### config.mk
export PLATFORM = sky130hd
export DESIGN_NAME = reset_seq
export DESIGN_NICKNAME = d
export VERILOG_FILES = /design/src/rtl/reset_seq.sv
export SDC_FILE = /design/constraint.sdc
export NUM_CORES = 1
export LEC_CHECK = 0
export ABC_CLOCK_PERIOD_IN_PS = 4900
export CORE_MARGIN = 4
export CORE_UTILIZATION = 54
export DETAILED_ROUTE_END_ITERATION = 10
export GPL_TIMING_DRIVEN = 0
export PLACE_DENSITY_LB_ADDON = 0.25
export SYNTH_ARGS = -nofsm -noshare
export SYNTH_HDL_FRONTEND = slang
export SYNTH_SLANG_ARGS = --single-unit
### constraint.sdc
create_clock -name clk -period 4.9 [get_ports clk]
set_input_delay 0.735 -clock clk [delete_from_list [all_inputs] [get_ports clk]]
set_output_delay 0.735 -clock clk [all_outputs]
set_load 0.01 [all_outputs]
### src/rtl/reset_seq.sv
// reset_seq -- staged reset release sequencer.
//
// Releases NUM_STAGES downstream reset domains one at a time, in index order.
// Before each release the sequencer waits DLY_CYCLES clocks. After each release
// it waits for that stage's acknowledge before moving on to the next stage.
// The fabric reset is resynchronised first. Whenever it is low, every stage
// is forced back into reset and the sequence starts again from stage 0.
//
// Optional feature macro: RESET_SEQ_TIMEOUT_EN
//   defined   : a stage that fails to acknowledge within ACK_TIMEOUT cycles
//               sends the sequencer to ERROR. In ERROR all stages are held in
//               reset and seq_err is set. ERROR is left only through reset or
//               a low fabric reset.
//   undefined : the sequencer waits for the acknowledge indefinitely and
//               seq_err is tied to 0.
//
// Ports
//   clk             in   system clock, rising edge
//   reset           in   synchronous active-high reset
//   fabric_reset_n  in   active-low fabric reset, may be asynchronous to clk
//   stage_ack       in   [NUM_STAGES] per-stage ready acknowledge (level)
//   stage_reset_n   out  [NUM_STAGES] per-stage active-low reset, registered
//   seq_done        out  all stages released and acknowledged, registered
//   seq_err         out  sticky acknowledge-timeout flag, registered
//   cur_stage       out  index of the stage currently being released
module reset_seq #(
    parameter int NUM_STAGES  = 4,
    parameter int DLY_CYCLES  = 16,
    parameter int ACK_TIMEOUT = 1024,
    localparam int CUR_W      = (NUM_STAGES > 1) ? $clog2(NUM_STAGES) : 1
) (
    input  logic                  clk,
    input  logic                  reset,
    input  logic                  fabric_reset_n,
    input  logic [NUM_STAGES-1:0] stage_ack,
    output logic [NUM_STAGES-1:0] stage_reset_n,
    output logic                  seq_done,
    output logic                  seq_err,
    output logic [CUR_W-1:0]      cur_stage
);

    if (DLY_CYCLES < 1 || DLY_CYCLES > 65535 ||
        ACK_TIMEOUT < 1 || ACK_TIMEOUT > 65535) begin : g_bad_param
        $error("reset_seq: DLY_CYCLES and ACK_TIMEOUT must be in 1..65535");
    end

    typedef enum logic [2:0] {
        HOLD     = 3'd0,
        DELAY    = 3'd1,
        WAIT_ACK = 3'd2,
        DONE     = 3'd3,
        ERROR    = 3'd4
    } state_t;

    localparam logic [15:0]      DLY_TERM = 16'(DLY_CYCLES - 1);
    localparam logic [CUR_W-1:0] LAST     = CUR_W'(NUM_STAGES - 1);

    function automatic logic [15:0] sat_inc(input logic [15:0] c);
        return (c == 16'hFFFF) ? c : c + 16'd1;
    endfunction

    logic                  fr_meta_p0;
    logic                  fr_s_p1;
    state_t                state_q, state_d;
    logic [15:0]           dly_q, dly_d;
    logic [CUR_W-1:0]      cur_q, cur_d;
    logic [NUM_STAGES-1:0] rstn_q, rstn_d;
    logic                  done_q, done_d;
`ifdef RESET_SEQ_TIMEOUT_EN
    localparam logic [15:0] TO_TERM = 16'(ACK_TIMEOUT - 1);
    logic [15:0]           to_q, to_d;
    logic                  err_q, err_d;
`endif

    always_comb begin
        state_d = state_q;
        cur_d   = cur_q;
        rstn_d  = rstn_q;
        done_d  = 1'b0;
        // Counters clear on every state change; only their own state advances them.
        dly_d   = '0;
`ifdef RESET_SEQ_TIMEOUT_EN
        to_d    = '0;
        err_d   = 1'b0;
`endif
        case (state_q)
            HOLD: begin
                rstn_d = '0;
                cur_d  = '0;
                if (fr_s_p1) state_d = DELAY;
            end
            DELAY: begin
                if (dly_q >= DLY_TERM) begin
                    rstn_d[cur_q] = 1'b1;
                    state_d       = WAIT_ACK;
                end else begin
                    dly_d = sat_inc(dly_q);
                end
            end
            WAIT_ACK: begin
                // Only the current stage's acknowledge is looked at.
                if (stage_ack[cur_q]) begin
                    if (cur_q == LAST) begin
                        state_d = DONE;
                        done_d  = 1'b1;
                    end else begin
                        cur_d   = cur_q + 1'b1;
                        state_d = DELAY;
                    end
                end
`ifdef RESET_SEQ_TIMEOUT_EN
                else if (to_q >= TO_TERM) begin
                    state_d = ERROR;
                    rstn_d  = '0;
                    err_d   = 1'b1;
                end else begin
                    to_d = sat_inc(to_q);
                end
`endif
            end
            DONE: begin
                done_d = 1'b1;
            end
            ERROR: begin
                rstn_d = '0;
`ifdef RESET_SEQ_TIMEOUT_EN
                err_d  = 1'b1;
`endif
            end
            default: begin
                state_d = HOLD;
                rstn_d  = '0;
                cur_d   = '0;
            end
        endcase

        // A low synchronised fabric reset wins over everything above.
        if (!fr_s_p1) begin
            state_d = HOLD;
            rstn_d  = '0;
            cur_d   = '0;
            done_d  = 1'b0;
            dly_d   = '0;
`ifdef RESET_SEQ_TIMEOUT_EN
            to_d    = '0;
            err_d   = 1'b0;
`endif
        end
    end

    // Stage p0/p1: two-flop resynchroniser, then FSM and registered outputs.
    always_ff @(posedge clk) begin
        if (reset) begin
            fr_meta_p0 <= 1'b0;
            fr_s_p1    <= 1'b0;
            state_q    <= HOLD;
            dly_q      <= '0;
            cur_q      <= '0;
            rstn_q     <= '0;
            done_q     <= 1'b0;
`ifdef RESET_SEQ_TIMEOUT_EN
            to_q       <= '0;
            err_q      <= 1'b0;
`endif
        end else begin
            fr_meta_p0 <= fabric_reset_n;
            fr_s_p1    <= fr_meta_p0;
            state_q    <= state_d;
            dly_q      <= dly_d;
            cur_q      <= cur_d;
            rstn_q     <= rstn_d;
            done_q     <= done_d;
`ifdef RESET_SEQ_TIMEOUT_EN
            to_q       <= to_d;
            err_q      <= err_d;
`endif
        end
    end

    assign stage_reset_n = rstn_q;
    assign seq_done      = done_q;
    assign cur_stage     = cur_q;
`ifdef RESET_SEQ_TIMEOUT_EN
    assign seq_err       = err_q;
`else
    assign seq_err       = 1'b0;
`endif

endmodule
; After elaboration in Yosys (flattened, before gate mapping)
; Index checks and enable logic that the tools add are counted.
; W data, S select, Z words.
[totals]
ff_bits = 28
out_inout_bits = 8
elab_cells = 53
[classes]
addsub = 2
n_lt_le_gt_ge = 3
eq_ne = 9
n_mux = 16
n_bitwise = 6
reduce_logical = 10
[ops]
columns = operator, n
row1 = $add A16 B1 Y16 const B, 1
row2 = $eq A16 B16 Y1 const B, 1
row3 = $ge A16 B4 Y1 const B, 1
row4 = $pmux W3 S4, 1
row5 = $pmux W4 S2, 1
row6 = $eq A3 B2 Y1 const B, 2
row7 = $mux W2, 3
row8 = $mux W3, 2
row9 = $ne A2 B2 Y1 const B, 3
row10 = $reduce_and A3 Y1, 2
row11 = $reduce_or A2 Y1, 3
row12 = $not A1 Y1, 5
row13 = $mux W1, 4
row14 = $mux W4, 1
row15 = $or A4 B4 Y4, 1
row16 = $pmux W2 S2, 1
row17 = $reduce_or A4 Y1, 1
row18 = $eq A3 B1 Y1 const B, 1
row19 = $eq A3 B3 Y1 const B, 1
row20 = $logic_not A3 Y1, 1
row21 = $lt A2 B3 Y1 const B, 1
row22 = $reduce_or A3 Y1, 1
row23 = $add A2 B1 Y2 const B, 1
row24 = $bmux W1 S2, 1
row25 = 6 further kinds, 6

; Depth between registers and ports, before layout
; Gate-level depths: netlist (run 1).
[depth]
ltp_word = 7
depth_mapped = 5
mapped_depth_nobuf = 5

; Least setup slack after synthesis (run 1)
; No wires, ideal clock.
[synth_timing]
path_type = input-to-reg
from = input reset
to = register rstn_q[0] (netlist: stage_reset_n[0])
setup_time_ps = 59
arrival_time_ps = 1774
path_slack_ps = 3066
stages = 5
cell_sequence = nand2b_1 clkbuf_1 or2_2 a211oi_2 a22o_1
[synth_via]
elab_chain_cells = 1
[synth_lines]
columns = element, line
row1 = start: declaration, 33  ; input logic reset,
row2 = $reduce_or A2 Y1 (no line), n/a
row3 = end signal: assignment, 171  ; rstn_q <= rstn_d;
row4 = end: declaration, 67  ; logic [NUM_STAGES-1:0] rstn_q, rstn_d;
; No other way between the ends.
; A chain may end at the register's enable or synchronous reset.

; Worst setup path in the final report (run 1)
[layout_timing]
from = register cur_q[0] (netlist: cur_stage[0])
to = output cur_stage[0]
[layout_lines]
columns = element, line
row1 = start: declaration, 66  ; logic [CUR_W-1:0] cur_q, cur_d;
row2 = start signal: assignment, 170  ; cur_q <= cur_d;
row3 = end: declaration, 39  ; output logic [CUR_W-1:0] cur_stage
; No word-level cell between the ends.

==> impl_metrics.prom, run 1 <==
# TYPE chip_impl_metric gauge
chip_impl_info{name="status",value="completed"} 1
chip_impl_metric{name="area_growth",unit="%"} 23.4
chip_impl_metric{name="grt-ovfl-total",unit=""} 0
chip_impl_metric{name="timing.critical_path.slowest_cell_delay",unit="ns"} 0.62
chip_impl_metric{name="synth.avg_cell_area",unit="sq um"} 11.3
chip_impl_metric{name="dp_hpwl",unit="um"} 1390
chip_impl_metric{name="worstPathBufferInverterCount",unit=""} 1
chip_impl_info{name="critical_path.cell_chain",value="clkdlybuf4s50_1"} 1
chip_impl_metric{name="cts_hold_buf",unit=""} 0
chip_impl_metric{name="maximum_achievable_frequency",unit="GHz"} 0.456
chip_impl_metric{name="worst-endpoint-arrival",unit="ns"} 1.46
chip_impl_info{name="worstReg2RegStart",value="dly_q[8]"} 1
chip_impl_metric{name="critical_path_required",unit="ns"} 4.16
chip_impl_info{name="regToRegEndpoint",value="state_q[0]"} 1
chip_impl_metric{name="yosysWarnings",unit=""} 0
chip_impl_metric{name="layout.core_utilization",unit="%"} 71.0
chip_impl_metric{name="path_clk_slew",unit="ns"} 0.13
chip_impl_metric{name="worst_slew_pin_slew",unit="ns"} 0.514
chip_impl_metric{name="tns",unit="ns"} 0
chip_impl_metric{name="max-cap-violations",unit=""} 0
chip_impl_metric{name="route.vias.total",unit=""} 725
chip_impl_metric{name="timing.max_slew.rel_slack",unit="%"} 65.4
chip_impl_metric{name="routedWlPerCell",unit="um"} 11.6
chip_impl_metric{name="insertedDiodeCount",unit=""} 0
chip_impl_metric{name="antenna_violating_nets_post_route",unit=""} 0
chip_impl_metric{name="power_leakage",unit="nW"} 0.452
chip_impl_info{name="rsz0062_at_grt",value="false"} 1
chip_impl_info{name="synthFlopType",value="sky130_fd_sc_hd__dfxtp_1"} 1
chip_impl_metric{name="yosysSeqAreaShare",unit="%"} 54.4
chip_impl_metric{name="detail_route.iter0.violations",unit=""} 7
chip_impl_metric{name="irDropWorstVdd",unit="mV"} 0.206
chip_impl_info{name="critPathLaunchType",value="register"} 1
chip_impl_metric{name="power.density_cell_area",unit="nW/um^2"} 270
chip_impl_metric{name="worst_r2r_path_depth",unit=""} 4
chip_impl_metric{name="fin_worst_skew",unit="ns"} 0.00620
chip_impl_info{name="end_kind",value="output port"} 1
chip_impl_metric{name="number_of_failing_hold_endpoints_at_the_final_stage",unit=""} 0
chip_impl_info{name="commonest_non_fill_non_tap_cells_in_the_layout",value="27 x sky130_fd_sc_hd__dfxtp_1, 13 x sky130_fd_sc_hd__conb_1, 13 x sky130_fd_sc_hd__clkdlybuf4s50_1"} 1
chip_impl_metric{name="layout.filler_cells",unit=""} 140
chip_impl_metric{name="postcts_setup_bufs",unit=""} 0
chip_impl_metric{name="drv_slew",unit=""} 0
chip_impl_info{name="cp-endpoint",value="cur_stage[0]"} 1
chip_impl_metric{name="htree_num_levels",unit=""} 1
chip_impl_info{name="hold_class",value="reg -> reg"} 1
chip_impl_metric{name="floorplan.io_pins",unit=""} 15
chip_impl_info{name="crit_start",value="cur_stage[0]"} 1
chip_impl_metric{name="drive_above_1_share",unit="%"} 9.40
chip_impl_metric{name="route.detailed.drc",unit=""} 0
chip_impl_metric{name="number_of_global_route_vias_before_repair",unit=""} 763
chip_impl_metric{name="floorplan.die_area",unit="sq um"} 2590
chip_impl_info{name="timing_worst_setup_path_type",value="reg -> out"} 1
chip_impl_metric{name="largest_net_degree_at_the_start_of_global_routing",unit=""} 15
chip_impl_metric{name="ys_seq_elements",unit=""} 27
chip_impl_info{name="cp_slowest_cell",value="sky130_fd_sc_hd__clkdlybuf4s50_1"} 1
chip_impl_metric{name="nets",unit=""} 130
chip_impl_metric{name="numPortBuffers",unit=""} 13
chip_impl_metric{name="starting_density_of_the_core",unit="%"} 57.5
chip_impl_metric{name="die_height",unit="um"} 50.9
chip_impl_metric{name="vias_per_cell",unit=""} 5.11
chip_impl_metric{name="core",unit="sq um"} 1730
chip_impl_metric{name="worst_hold_path.num_cells",unit=""} 1
chip_impl_metric{name="clk-insertion-delay-late",unit="ns"} 0.30
chip_impl_metric{name="ys_types",unit=""} 31
chip_impl_metric{name="finalWirelength",unit="um"} 1640
chip_impl_info{name="clock_tree_root_driver_cell",value="sky130_fd_sc_hd__clkbuf_4"} 1
chip_impl_metric{name="clock_sink_count",unit=""} 27
chip_impl_metric{name="clock_tree.buffer_depth",unit=""} 2
chip_impl_metric{name="cts_buffers",unit=""} 3
chip_impl_info{name="tritoncts",value="done"} 1
chip_impl_info{name="layout_commonest_cell",value="sky130_fd_sc_hd__dfxtp_1"} 1
chip_impl_metric{name="global_placement_routability_congestion",unit=""} 0.784
chip_impl_metric{name="setup_viol_count_final",unit=""} 0
chip_impl_metric{name="postSynth.asyncResetShare",unit="%"} 0
chip_impl_metric{name="synth_edf_count",unit=""} 0
chip_impl_metric{name="die_width",unit="um"} 50.9
chip_impl_metric{name="postSynthCellCount",unit=""} 88
chip_impl_metric{name="number_of_antenna_violations_at_the_first_check_in_global_routing",unit=""} 0
chip_impl_metric{name="largest_driver_fanout_on_the_critical_path",unit=""} 8
chip_impl_metric{name="finalCritPeriodShare",unit="%"} 44.8
chip_impl_metric{name="placementRows",unit=""} 15
chip_impl_metric{name="post_cts.resized_instances",unit=""} 0
chip_impl_metric{name="layout_min_cycle_time",unit="ns"} 2.19
chip_impl_metric{name="drt-pass1-iter-count",unit=""} 4
chip_impl_metric{name="global_route_wire_length_before_repair",unit="um"} 2970
chip_impl_info{name="cp_top_family",value="buffers and inverters"} 1
chip_impl_metric{name="critical_path_cell_count",unit=""} 1
chip_impl_metric{name="mappedNetlistArea",unit="sq um"} 993
chip_impl_metric{name="global_route.usage.total",unit="%"} 15.2
chip_impl_metric{name="reg2reg_slack",unit="ns"} 3.15
==> cells in the mapped netlist, types with 2 or more instances <==
library cell	instances	area (sq um)
sky130_fd_sc_hd__dfxtp_1	27	541
sky130_fd_sc_hd__nor3_1	6	30.0
sky130_fd_sc_hd__ha_1	5	62.6
sky130_fd_sc_hd__nor2_1	5	18.8
sky130_fd_sc_hd__a22o_1	4	35.0
sky130_fd_sc_hd__a211oi_1	3	22.5
sky130_fd_sc_hd__inv_1	3	11.3
sky130_fd_sc_hd__nand3_1	3	15.0
sky130_fd_sc_hd__nand4_1	3	18.8
sky130_fd_sc_hd__nor2b_1	3	18.8
sky130_fd_sc_hd__a21oi_1	2	10.0
sky130_fd_sc_hd__clkbuf_1	2	7.51
sky130_fd_sc_hd__mux2i_1	2	20.0
sky130_fd_sc_hd__o21ai_0	2	10.0
sky130_fd_sc_hd__or4_4	2	22.5
==> worst min-delay path by stage <==
stage	start	end
after floorplan	fr_meta_p0	fr_s_p1
after global placement	fr_meta_p0	fr_s_p1
after detailed placement	fr_meta_p0	fr_s_p1
after CTS	fr_meta_p0	fr_s_p1
after global routing	fr_meta_p0	fr_s_p1
final	fr_meta_p0	fr_s_p1
==> flip-flops by register name, indices dropped and copies added, names as in the netlist <==
name / cells
dly_q: 16
cur_stage: 2
fr_meta_p0: 1
state_q: 2
seq_done: 1
stage_reset_n: 4
fr_s_p1: 1
==> routing by layer <==
layer,up-vias,wire length [um],global-route usage [%],share of wire [%]
met2,14,865,28.0,53
met5,-,0,0,0
met1,340,670,16.2,41
li1,367,-,-,-
met4,0,31,6.73,1.9
met3,4,74,3.79,4.5
==> cell type report <==
type,count,area (sq um),area share (%)
Buffer,3,15.0,1.22
Clock buffer,4,26.3,2.14
Inverter,3,11.3,0.918
Multi-Input combinational cell,67,472,38.5
Sequential cell,27,541,44.1
Tap cell,25,31.3,2.55
Timing Repair Buffer,13,130,10.6
==> metrics by stage <==
stage	total power [W]	instance area (sq um)	instances	worst slack [ns]	hold WS, ns
after floorplan	0.000241	1040	100	3.07	0.414
after global placement	0.000248	1200	138	2.47	0.421
after detailed placement	0.000249	1200	138	2.45	0.438
after CTS	0.000336	1230	142	2.68	0.461
after global routing	0.000350	1230	142	2.62	0.479
final	0.000332	1230	142	2.71	0.458
==> cell families (layout without fill, tap and decap cells) <==
family	Yosys count	after routing	synth area share (%)
flops	27	27	54.4
xor+xnor	1	1	0.882
fa+ha+maj	5	5	6.30
mux	3	3	4.28
simple gates	30	30	19.5
buf+inv	6	23	2.65
other cells	1	13	0.377
compound gates	15	15	11.6
==> power breakdown <==
part           internal [W]  switching (W)
sequential         0.000226     0.00000347
clock             0.0000317      0.0000557
combinational    0.00000841     0.00000633
No activity file was read; power rests on OpenSTA's default activity.
==> run 2, diff against run 1 <==
Settings changed: ABC_CLOCK_PERIOD_IN_PS 4900 to 1900, CORE_UTILIZATION 54 to 46.
Clock period 4.9 ns to 1.9 ns, I/O delays scaled along.
==> run 2 against run 1 <==
Clock skew decreased by 0.0032 ns. Power increased to 2.6 times the previous value. First-iteration DRC count decreased by 14%. Via count decreased by 0.55%. Final area increased by 0.71%. Sequential share of layout area decreased by 0.31 points. Hold slack about the same. Largest cell class unchanged. Worst setup slack got worse by 2.5 ns. Critical path depth unchanged. Core utilization decreased by 9.3 points.
==> impl_metrics.prom, run 2 (synthesized netlist as in run 1, its figures left out) <==
# TYPE chip_impl_metric gauge
chip_impl_info{name="status",value="completed"} 1
chip_impl_metric{name="pre_cts_ws",unit="ns"} -0.133
chip_impl_metric{name="global_placement_routability_congestion",unit=""} 0.763
chip_impl_metric{name="fin_ws",unit="ns"} 0.174
chip_impl_metric{name="nets",unit=""} 130
chip_impl_info{name="critPathLaunchType",value="register"} 1
chip_impl_metric{name="fin_worst_skew",unit="ns"} 0.00298
chip_impl_metric{name="routedWlPerCell",unit="um"} 11.4
chip_impl_metric{name="drive_above_1_share",unit="%"} 10.3
chip_impl_metric{name="clk-insertion-delay-late",unit="ns"} 0.31
chip_impl_metric{name="number_of_failing_hold_endpoints_at_the_final_stage",unit=""} 0
chip_impl_metric{name="finalCritPeriodShare",unit="%"} 90.9
chip_impl_metric{name="grt-ovfl-total",unit=""} 0
chip_impl_metric{name="worst-endpoint-arrival",unit="ns"} 1.44
chip_impl_metric{name="path_clk_slew",unit="ns"} 0.13
chip_impl_metric{name="numPortBuffers",unit=""} 13
chip_impl_info{name="end_kind",value="output port"} 1
chip_impl_metric{name="starting_density_of_the_core",unit="%"} 49.6
chip_impl_info{name="rsz0062_at_grt",value="false"} 1
chip_impl_info{name="timing.hold.worst.start",value="fr_meta_p0"} 1
chip_impl_info{name="topRoutingLayerUsed",value="met4"} 1
chip_impl_metric{name="cts_buffers",unit=""} 3
chip_impl_metric{name="area_growth",unit="%"} 24.3
chip_impl_info{name="regToRegEndpoint",value="state_q[0]"} 1
chip_impl_metric{name="detail_route.iter0.violations",unit=""} 6
chip_impl_metric{name="drt-pass1-iter-count",unit=""} 4
chip_impl_metric{name="die_width",unit="um"} 54.5
chip_impl_metric{name="die_height",unit="um"} 54.5
chip_impl_info{name="critical_path.cell_chain",value="clkdlybuf4s50_1"} 1
chip_impl_metric{name="vias_per_cell",unit=""} 5.01
chip_impl_metric{name="clock_sink_count",unit=""} 27
chip_impl_metric{name="critical_path_required",unit="ns"} 1.62
chip_impl_metric{name="reg2reg_slack",unit="ns"} 0.24
chip_impl_metric{name="insertedDiodeCount",unit=""} 0
chip_impl_metric{name="number_of_global_route_vias_before_repair",unit=""} 747
chip_impl_metric{name="global_route_wire_length_before_repair",unit="um"} 2950
chip_impl_info{name="max_flop_register",value="dly_q"} 1
chip_impl_metric{name="layout.area.seq",unit="sq um"} 541
chip_impl_metric{name="postcts_setup_bufs",unit=""} 0
chip_impl_info{name="clock_tree_root_driver_cell",value="sky130_fd_sc_hd__clkbuf_4"} 1
chip_impl_metric{name="maximum_achievable_frequency",unit="GHz"} 0.579
chip_impl_metric{name="routed-wl-met2",unit="um"} 818
chip_impl_metric{name="floorplan.io_pins",unit=""} 15
chip_impl_metric{name="worst_r2r_path_depth",unit=""} 4
chip_impl_metric{name="layout.core_utilization",unit="%"} 61.7
chip_impl_info{name="commonest_non_fill_non_tap_cells_in_the_layout",value="27 x sky130_fd_sc_hd__dfxtp_1, 13 x sky130_fd_sc_hd__conb_1, 13 x sky130_fd_sc_hd__clkdlybuf4s50_1"} 1
chip_impl_metric{name="clock_tree.buffer_depth",unit=""} 2
chip_impl_metric{name="largest_driver_fanout_on_the_critical_path",unit=""} 8
chip_impl_metric{name="worstPathBufferInverterCount",unit=""} 1
chip_impl_info{name="hold_class",value="reg -> reg"} 1
chip_impl_metric{name="route.detailed.drc",unit=""} 0
chip_impl_metric{name="fin_worst_hold_slack",unit="ns"} 0.458
chip_impl_metric{name="dp_hpwl",unit="um"} 1270
chip_impl_metric{name="core",unit="sq um"} 2000
chip_impl_metric{name="finalWirelength",unit="um"} 1640
chip_impl_metric{name="power_leakage",unit="nW"} 0.452
chip_impl_metric{name="max-cap-violations",unit=""} 0
chip_impl_info{name="tritoncts",value="done"} 1
chip_impl_info{name="layout_commonest_cell",value="sky130_fd_sc_hd__dfxtp_1"} 1
chip_impl_metric{name="number_of_antenna_violations_at_the_first_check_in_global_routing",unit=""} 0
chip_impl_metric{name="htree_num_levels",unit=""} 1
chip_impl_metric{name="floorplan.die_area",unit="sq um"} 2970
chip_impl_info{name="timing_worst_setup_path_type",value="reg -> out"} 1
chip_impl_metric{name="routed-wl-met3",unit="um"} 63
chip_impl_metric{name="route.vias.total",unit=""} 721
chip_impl_metric{name="multiInputGateArea",unit="sq um"} 478
chip_impl_info{name="worstHoldEndpoint",value="fr_s_p1"} 1
chip_impl_metric{name="power.total",unit="W"} 0.000861
chip_impl_metric{name="timing.critical_path.slowest_cell_delay",unit="ns"} 0.60
chip_impl_metric{name="largest_net_degree_at_the_start_of_global_routing",unit=""} 15
chip_impl_metric{name="layout_min_cycle_time",unit="ns"} 1.73
chip_impl_metric{name="placementRows",unit=""} 16
chip_impl_metric{name="global_route.usage.total",unit="%"} 13.9
chip_impl_metric{name="setup_viol_count_final",unit=""} 0
chip_impl_metric{name="layout.filler_cells",unit=""} 184
chip_impl_metric{name="irDropWorstVdd",unit="mV"} 0.609
chip_impl_metric{name="power.density_cell_area",unit="nW/um^2"} 697
chip_impl_info{name="cp_slowest_cell",value="sky130_fd_sc_hd__clkdlybuf4s50_1"} 1
chip_impl_metric{name="drv_slew",unit=""} 0
chip_impl_metric{name="wl_met1",unit="um"} 721
chip_impl_metric{name="largest_register_ffs",unit=""} 16
chip_impl_info{name="cp_top_family",value="buffers and inverters"} 1
chip_impl_metric{name="worst_hold_path.num_cells",unit=""} 1
chip_impl_metric{name="antenna_violating_nets_post_route",unit=""} 0
chip_impl_info{name="worstReg2RegStart",value="dly_q[8]"} 1
-- run 2: final cells by class --
type / instances / share of cell area (%)
inverters: 3 / 0.912
multi-input cells: 67 / 38.7
repair buffers: 13 / 10.5
clock buffers: 4 / 2.13
well taps: 27 / 2.74
plain buffers: 3 / 1.22
flip-flops and latches: 27 / 43.8
-- run 2: how the worst max path moves through the flow --
stage / start / slack, ns / endpoint / cells past startpoint
after global routing: reset / 0.08 / stage_reset_n[0] / 6
after global placement: reset / -0.12 / stage_reset_n[2] / 6
after floorplan: dly_q[8] / 0.34 / state_q[0] / 4
after detailed placement: reset / -0.13 / stage_reset_n[1] / 6
after CTS: cur_stage[0] / 0.16 / cur_stage[0] / 1
final: cur_stage[0] / 0.17 / cur_stage[0] / 1
-- run 2: routing by layer --
layer | vias to the layer above | global-route usage, %
met1 | 337 | 14.5
li1 | 368 | -
met3 | 4 | 2.45
met5 | - | 0
met2 | 12 | 25.3
met4 | 0 | 8.71
-- run 2: where the power goes --
part	total (W)	internal (W)	switching [W]	leakage, nW
logic	0.0000383	0.0000217	0.0000165	0.215
registers	0.000591	0.000583	0.00000881	0.223
clock network	0.000231	0.0000820	0.000149	0.0150
-- run 2: metrics by stage --
step	instance area [sq um]	instances	TNS [ns]
after floorplan	1040	100	0
after global placement	1200	140	-0.468
after detailed placement	1200	140	-0.493
after CTS	1230	144	0
after global routing	1230	144	0
final	1230	144	0
-- run 2: timing repair --
action,CTS,global route
hold buffers,0,0
resized for setup,0,1
hold endpoints to repair,0,0
endpoints found under the setup margin,0,1
